==> src/rtl/fifo_push_arbiter.sv <==
// Round-robin arbiter sharing one FIFO push port among N_REQ requesters.
// A grant lasts until the owner drops its request or BURST_MAX beats have been
// written. The releasing owner then gets the lowest priority in the next search.
// Arbitration takes one IDLE cycle, so there is always a bubble between grants.
module fifo_push_arbiter #(
    parameter  int N_REQ     = 4,
    parameter  int DATA_W    = 8,
    parameter  int BURST_MAX = 4,
    localparam int OWN_W     = $clog2(N_REQ)
) (
    input  logic                      clk,
    input  logic                      reset,
    input  logic [N_REQ-1:0]          req,
    input  logic [N_REQ*DATA_W-1:0]   req_data,
    output logic [N_REQ-1:0]          req_ack,
    output logic                      push,
    output logic [DATA_W-1:0]         data_in,
    input  logic                      full,
    output logic                      busy,
    output logic [OWN_W-1:0]          owner
);

    localparam int CNT_W = $clog2(BURST_MAX + 1);

    typedef enum logic {
        IDLE  = 1'b0,
        GRANT = 1'b1
    } state_t;

    state_t              r_state;
    state_t              w_state_nxt;
    logic [OWN_W-1:0]    r_owner;
    logic [OWN_W-1:0]    w_owner_nxt;
    logic [OWN_W-1:0]    r_rr_ptr;
    logic [OWN_W-1:0]    w_rr_ptr_nxt;
    logic [OWN_W-1:0]    w_owner_inc;
    logic [OWN_W-1:0]    w_pick;
    logic [CNT_W-1:0]    r_beat_cnt;
    logic [CNT_W-1:0]    w_beat_cnt_nxt;
    logic [DATA_W-1:0]   r_data_hold;
    logic [DATA_W-1:0]   w_own_data;
    logic                w_own_req;
    logic                w_push;

    assign owner = r_owner;
    assign push  = w_push;

    // Owner + 1 with an explicit wrap, so non-power-of-2 N_REQ never yields an index >= N_REQ.
    assign w_owner_inc = (r_owner == OWN_W'(N_REQ - 1)) ? '0 : r_owner + 1'b1;

    // Select the current owner's request bit and data slice.
    always_comb begin
        w_own_req  = 1'b0;
        w_own_data = '0;
        for (int unsigned i = 0; i < N_REQ; i++) begin
            if (r_owner == OWN_W'(i)) begin
                w_own_req  = req[i];
                w_own_data = req_data[i*DATA_W +: DATA_W];
            end
        end
    end

    // Round-robin search: first active request at rr_ptr, rr_ptr+1, ... modulo N_REQ.
    always_comb begin
        logic [OWN_W-1:0] w_idx;
        logic             w_found;
        w_pick  = '0;
        w_found = 1'b0;
        w_idx   = '0;
        for (int unsigned k = 0; k < N_REQ; k++) begin
            w_idx = OWN_W'((32'(r_rr_ptr) + k) % N_REQ);
            for (int unsigned i = 0; i < N_REQ; i++) begin
                if (!w_found && (w_idx == OWN_W'(i)) && req[i]) begin
                    w_pick  = OWN_W'(i);
                    w_found = 1'b1;
                end
            end
        end
    end

    // Next-state logic and combinational write-port outputs.
    always_comb begin
        w_state_nxt    = r_state;
        w_owner_nxt    = r_owner;
        w_rr_ptr_nxt   = r_rr_ptr;
        w_beat_cnt_nxt = r_beat_cnt;
        w_push         = 1'b0;
        busy           = 1'b0;
        data_in        = r_data_hold;
        case (r_state)
            IDLE: begin
                if (|req) begin
                    w_owner_nxt    = w_pick;
                    w_beat_cnt_nxt = '0;
                    w_state_nxt    = GRANT;
                end
            end
            GRANT: begin
                busy    = 1'b1;
                w_push  = w_own_req & ~full;
                data_in = w_own_data;
                if (!w_own_req) begin
                    w_state_nxt  = IDLE;
                    w_rr_ptr_nxt = w_owner_inc;
                end else if (w_push && (r_beat_cnt == CNT_W'(BURST_MAX - 1))) begin
                    w_state_nxt  = IDLE;
                    w_rr_ptr_nxt = w_owner_inc;
                end else if (w_push) begin
                    w_beat_cnt_nxt = r_beat_cnt + 1'b1;
                end
            end
            default: w_state_nxt = IDLE;
        endcase
    end

    // One-hot acknowledge to the owner on each accepted beat.
    always_comb begin
        req_ack = '0;
        for (int unsigned i = 0; i < N_REQ; i++) begin
            req_ack[i] = w_push && (r_owner == OWN_W'(i));
        end
    end

    // State, grant bookkeeping and the data value held while idle.
    always_ff @(posedge clk or negedge reset) begin
        if (!reset) begin
            r_state     <= IDLE;
            r_owner     <= '0;
            r_rr_ptr    <= '0;
            r_beat_cnt  <= '0;
            r_data_hold <= '0;
        end else begin
            r_state    <= w_state_nxt;
            r_owner    <= w_owner_nxt;
            r_rr_ptr   <= w_rr_ptr_nxt;
            r_beat_cnt <= w_beat_cnt_nxt;
            if (r_state == GRANT) begin
                r_data_hold <= w_own_data;
            end
        end
    end

endmodule

==> config.mk <==
export PLATFORM = sky130hd
export DESIGN_NAME = fifo_push_arbiter
export DESIGN_NICKNAME = d
export VERILOG_FILES = /design/src/rtl/fifo_push_arbiter.sv
export SDC_FILE = /design/constraint.sdc
export NUM_CORES = 1
export LEC_CHECK = 0
export CAP_MARGIN = 0
export CORE_ASPECT_RATIO = 2
export CORE_MARGIN = 2
export CORE_UTILIZATION = 40
export DETAILED_ROUTE_END_ITERATION = 12
export PLACE_DENSITY_LB_ADDON = 0.12
export SLEW_MARGIN = 5
export SYNTH_ARGS = -nofsm -noshare
export SYNTH_HDL_FRONTEND = slang
export SYNTH_SLANG_ARGS = --single-unit
==> constraint.sdc <==
create_clock -name clk -period 2.29 [get_ports clk]
set_clock_uncertainty 0.05 [all_clocks]
set_input_delay 0.5725 -clock clk [delete_from_list [all_inputs] [get_ports clk]]
set_output_delay 0.5725 -clock clk [all_outputs]
set_load 0.02 [all_outputs]
Word-level counts from Yosys, hierarchy flattened
Index checks and enable logic that the tools add are counted.
{ "op_classes": {"n_addsub": 5, "n_eq_ne": 21, "mux": 53, "bitwise_logic": 3, "n_reduce_logical": 60} }
{ "ops": {"columns": ["cell", "n"], "rows": [
  ["8-bit two-way mux", 5],
  ["1-bit logical AND", 36],
  ["2-bit two-way mux", 17],
  ["1-bit two-way mux", 25],
  ["2-bit == test, second input constant", 10],
  ["1-bit zero test", 15],
  ["3-bit two-way mux", 4],
  ["2-bit by 1-bit == test with 1-bit output, second input constant", 5],
  ["2-bit zero test", 5],
  ["2-bit by 1-bit inequality test with 1-bit output, second input constant", 3],
  ["3-bit one-hot mux with 2 select lines", 1],
  ["2-bit by 1-bit adder with 2-bit output, second input constant", 2],
  ["2-bit adder, second input constant", 2],
  ["2-bit inequality test, second input constant", 2],
  ["2-bit AND reduction", 2],
  ["4-bit AND reduction", 1],
  ["4-bit OR reduction", 1],
  ["3-bit by 1-bit adder with 3-bit output, second input constant", 1],
  ["3-bit by 2-bit == test with 1-bit output, second input constant", 1],
  ["1-bit NOT", 2],
  ["1-bit one-hot mux with 2 select lines", 1],
  ["1-bit bitwise AND", 1]
]} }
{ "totals": {"reg_bits": 16, "out_inout_bits": 16, "word_cells": 147} }

Longest topological paths before layout
{ "logic_depth": {"word_depth": 63, "ltp_mapped": 7, "depth_no_buf": 6} }

Worst setup path before layout
Ideal clock, no wire load.
{ "synth_path": {"kind": "register to output", "start": "reg r_owner[0], in the netlist owner[0]", "end": "out req_ack[0]", "t_arrival_ns": 2.006, "t_required_ns": 1.668, "path_slack_ns": -0.339, "path_stages_with_launch": 6, "n_path_buf": 0, "path_cell_list": "dfrtp_1 > ha_1 > nor2_2 > a2111o_1 > a21oi_1 > and2_1"} }
{ "synth_between": {"elab_chain_cells": 8, "elab_cells_between_ends": 11, "classes_between": "eq/ne (3); mux (5); bitwise (1); reduce/logical (2)"} }
{ "synth_lines": {"columns": ["item", "line_no", "source"], "rows": [
  ["start: declaration", "32", "logic [OWN_W-1:0] r_owner;"],
  ["start signal: assignment", "134", "r_owner <= w_owner_nxt;"],
  ["2-bit zero test", "56", "if (r_owner == OWN_W'(i)) begin"],
  ["1-bit two-way mux (3 in series)", "56", null],
  ["1-bit two-way mux *", "56", null],
  ["1-bit bitwise AND *", "100", "w_push = w_own_req & ~full;"],
  ["1-bit two-way mux *", "90", "case (r_state)"],
  ["via push", "16", "output logic push,"],
  ["1-bit logical AND *", "120", "req_ack[i] = w_push && (r_owner == OWN_W'(i));"],
  ["end: declaration", "15", "output logic [N_REQ-1:0] req_ack,"]
]} }
The timed path passes the listed nets; every way through them passes the cells marked *.

Worst setup path in the final report
{ "layout_path": {"start": "reg r_owner[0], in the netlist owner[0]", "end": "out data_in[5]"} }
{ "layout_between": {"elab_chain_cells": 6, "elab_cells_between_ends": 9, "classes_between": "eq/ne (3); mux (5); reduce/logical (1)"} }
{ "layout_lines": {"columns": ["item", "line_no", "source"], "rows": [
  ["2-bit zero test", "56", null],
  ["8-bit two-way mux (3 in series)", "56", null],
  ["8-bit two-way mux *", "56", null],
  ["8-bit two-way mux *", "90", null],
  ["end: declaration", "17", "output logic [DATA_W-1:0] data_in,"]
]} }
Mark *: on every way between the ends. The rest lies on a longest branch, timed or not.

==> impl_metrics.json <==
{
  "critPathKind": "flop to primary output",
  "cts_tree": "yes",
  "layout-area-overhead-vs-synth_pct": 99.0,
  "globalplace.congestion": 0.828,
  "final_common_cell": "buf_4",
  "leakage_nw": 0.952,
  "wl_met3_um": 257,
  "critPathRequiredTime_ns": 1.67,
  "ctsHoldBuffers": 0,
  "cpMaxStageDelayCell": "dfrtp_2",
  "tns_ns": -2.77,
  "cp_slowest_stage_delay_ns": 0.45,
  "setup_viol": 13,
  "hp-start": "r_beat_cnt[0]$_DFFE_PN0P_",
  "grt_max_degree": 23,
  "post-dp-hpwl_um": 3210,
  "via_per_inst": 5.67,
  "drt_iter0_markers": 33,
  "critPathArrivalTime_ns": 1.93,
  "dieArea_um2": 3220,
  "reg2reg_slack_ns": 0.09,
  "n_fill_cell": 173,
  "cts.path.max_buffers": 2,
  "wl_per_cell_um": 17.1,
  "utilization_pct": 81.2,
  "final_cell_mix": "buf_4 (51), clkdlybuf4s50_1 (38), nor2_1 (14), dfrtp_1 (14), nand2_1 (12)",
  "grt_overflow": 0,
  "port_buffers": 54,
  "yosys_warnings": 0,
  "coreArea_um2": 2700,
  "fin_crit_ns": 2.55,
  "cts_root_buf": "clkbuf_8",
  "die_y_um": 78.2,
  "worst_slack_ns": -0.263,
  "grt_util_all_layers_pct": 29.0,
  "syn_area_per_cell_um2": 8.96,
  "route.met2.wl_um": 2430,
  "finalHoldViolCount": 0,
  "wl_met1_um": 1460,
  "max_freq_mhz": 392,
  "dr.pass1.iters": 4,
  "startpoint": "owner[0]$_DFFE_PN0P_",
  "synth_cell_types": 33,
  "fp-row-count": 27,
  "grt_pass1_wl_um": 6470,
  "ir_drop_mv": 0.883,
  "final_nets": 267,
  "synthCells": 123,
  "antenna_found_initial": 0,
  "path_max_fanout": 8,
  "drc_errors": 0,
  "hold_path_class": "flop to flop",
  "final_layout_size_suffix_gt1_share_pct": 41.6,
  "io_pins": 55,
  "start_util_pct": 40.8,
  "h-tree-depth": 1,
  "status": "complete, but fails checks",
  "wirelength_um": 4290,
  "synth-seq-cells": 16,
  "path_clk_slew_ns": 0.06,
  "power_density_nw_per_um2": 1560,
  "diodes": 0,
  "worstPathCellList": "buf_6 > ha_4 > nor2b_4 > a221o_1 > o211ai_1 > a31oi_2 > buf_4",
  "syn_area_um2": 1100,
  "end_kind": "primary output",
  "relSlewSlack_pct": 74.2,
  "cts-buffers-inserted": 3,
  "maxCapViolCount": 0,
  "clock_sinks": 16,
  "drtAntennaViolNets": 0,
  "crit_path_start_kind": "flop",
  "violations": "setup timing",
  "top_layer": "met4",
  "rsz0062_at_grt": "yes",
  "fin_crit_sh_pct": 111,
  "yosysSeqAreaShare_pct": 36.3,
  "max_slew.worst_pin.slew_ns": 0.382,
  "synth_nets": 168,
  "worstSkewPairLatency_ns": 0.25,
  "die_x_um": 41.1,
  "r2r-start": "owner[1]$_DFFE_PN0P_",
  "grt_pass1_vias": 1420,
  "vias": 1417,
  "final_max_slew_viol_count": 0
}
final cells by class:
type | count | area [um2] | area share [%]
multi-input cells | 93 | 783 | 35.7
flip-flops and latches | 16 | 403 | 18.4
clock buffers | 4 | 55.1 | 2.51
well taps | 29 | 36.3 | 1.65
repair buffers | 100 | 883 | 40.3
inverters | 8 | 32.5 | 1.48
worst max-delay path, delay by kind of cell (launching register included):
family                   cells  cell delay (ns)
buffers and inverters        2             0.31
flip-flops                   1             0.45
AND/OR/NAND/NOR              1             0.22
adder cells (fa/ha/maj)      1             0.17
AO/OA/AOI/OAI                3             0.52
per-layer routing:
metal | up-vias | track usage [%]
met4 | 0 | 12.6
met5 | - | 0
li1 | 658 | -
met3 | 16 | 3.11
met1 | 682 | 28.7
met2 | 61 | 53.4
flip-flops by register name (all words and copies together), names as in the netlist:
| name | cells |
|---|---|
| r_state | 1 |
| r_beat_cnt | 3 |
| r_rr_ptr | 2 |
| owner | 2 |
| r_data_hold | 8 |
repair_timing:
item,in CTS,in global routing
endpoints found under the setup margin,13,13
buffers inserted,10,5
pin swaps,19,10
gates resized for setup,80,10
power breakdown:
group	switching (mW)	internal, mW	total, mW	leakage (nW)
registers	0.102	0.430	0.532	0.191
clock network	0.102	0.153	0.255	0.0288
logic	1.23	1.40	2.63	0.732
total	1.44	1.98	3.42	0.952
synthesized netlist by cell type:
master	count	area, um2
a32oi_1	1	8.76
a2111oi_0	1	8.76
o21ai_0	6	30.0
a211oi_4	1	20.0
and3_1	1	6.26
a31oi_1	9	56.3
mux2_2	2	22.5
nand3b_1	1	7.51
clkbuf_1	3	11.3
ha_1	6	75.1
buf_2	1	5.00
nand2_1	12	45.0
mux2i_1	2	20.0
nand3_1	1	5.00
buf_1	1	3.75
nor2b_2	1	8.76
nor2_2	1	6.26
nor2_1	16	60.1
o211ai_1	9	67.6
nor4_1	1	6.26
nand2b_1	2	12.5
a221o_1	8	80.1
buf_4	1	7.51
clkinv_1	2	7.51
and2_1	2	12.5
mux2_4	1	15.0
dfrtp_1	16	400
inv_1	6	22.5
o41ai_2	1	16.3
nor2b_1	3	18.8
a21oi_1	3	15.0
a2111o_1	1	11.3
a311oi_1	1	8.76
worst paths after layout:
| check | to | depth (start not counted) |
|---|---|---|
| min in group asynchronous | r_data_hold[0]$_DFF_PN0_ | 2 |
| hold reg to reg | r_beat_cnt[0]$_DFFE_PN0P_ | 1 |
| setup / recovery | data_in[5] | 7 |
| setup reg to reg | r_beat_cnt[0]$_DFFE_PN0P_ | 9 |
| hold / removal | r_beat_cnt[0]$_DFFE_PN0P_ | 1 |
| max in group asynchronous | owner[0]$_DFFE_PN0P_ | 2 |
logic make-up after synthesis:
logic type      count (synthesis)  synth area share, %
compound gates                 41                 29.3
simple gates                   41                 17.1
flops                          16                 36.3
buf+inv                        14                 5.22
fa+ha+maj                       6                 6.81
mux                             5                 5.22
through the flow:
stage	hold slack [ns]	power (mW)	setup slack [ns]	cells	area, um2
CTS	0.463	3.25	-0.248	245	2120
global placement	0.415	2.69	-0.804	232	1980
global route	0.497	3.62	-0.340	250	2190
detailed placement	0.455	2.77	-0.843	232	1980
floorplan	0.227	1.72	-0.0301	123	1190
finish	0.469	3.42	-0.263	250	2190
Note: power is estimated with default switching activity, not from simulation.
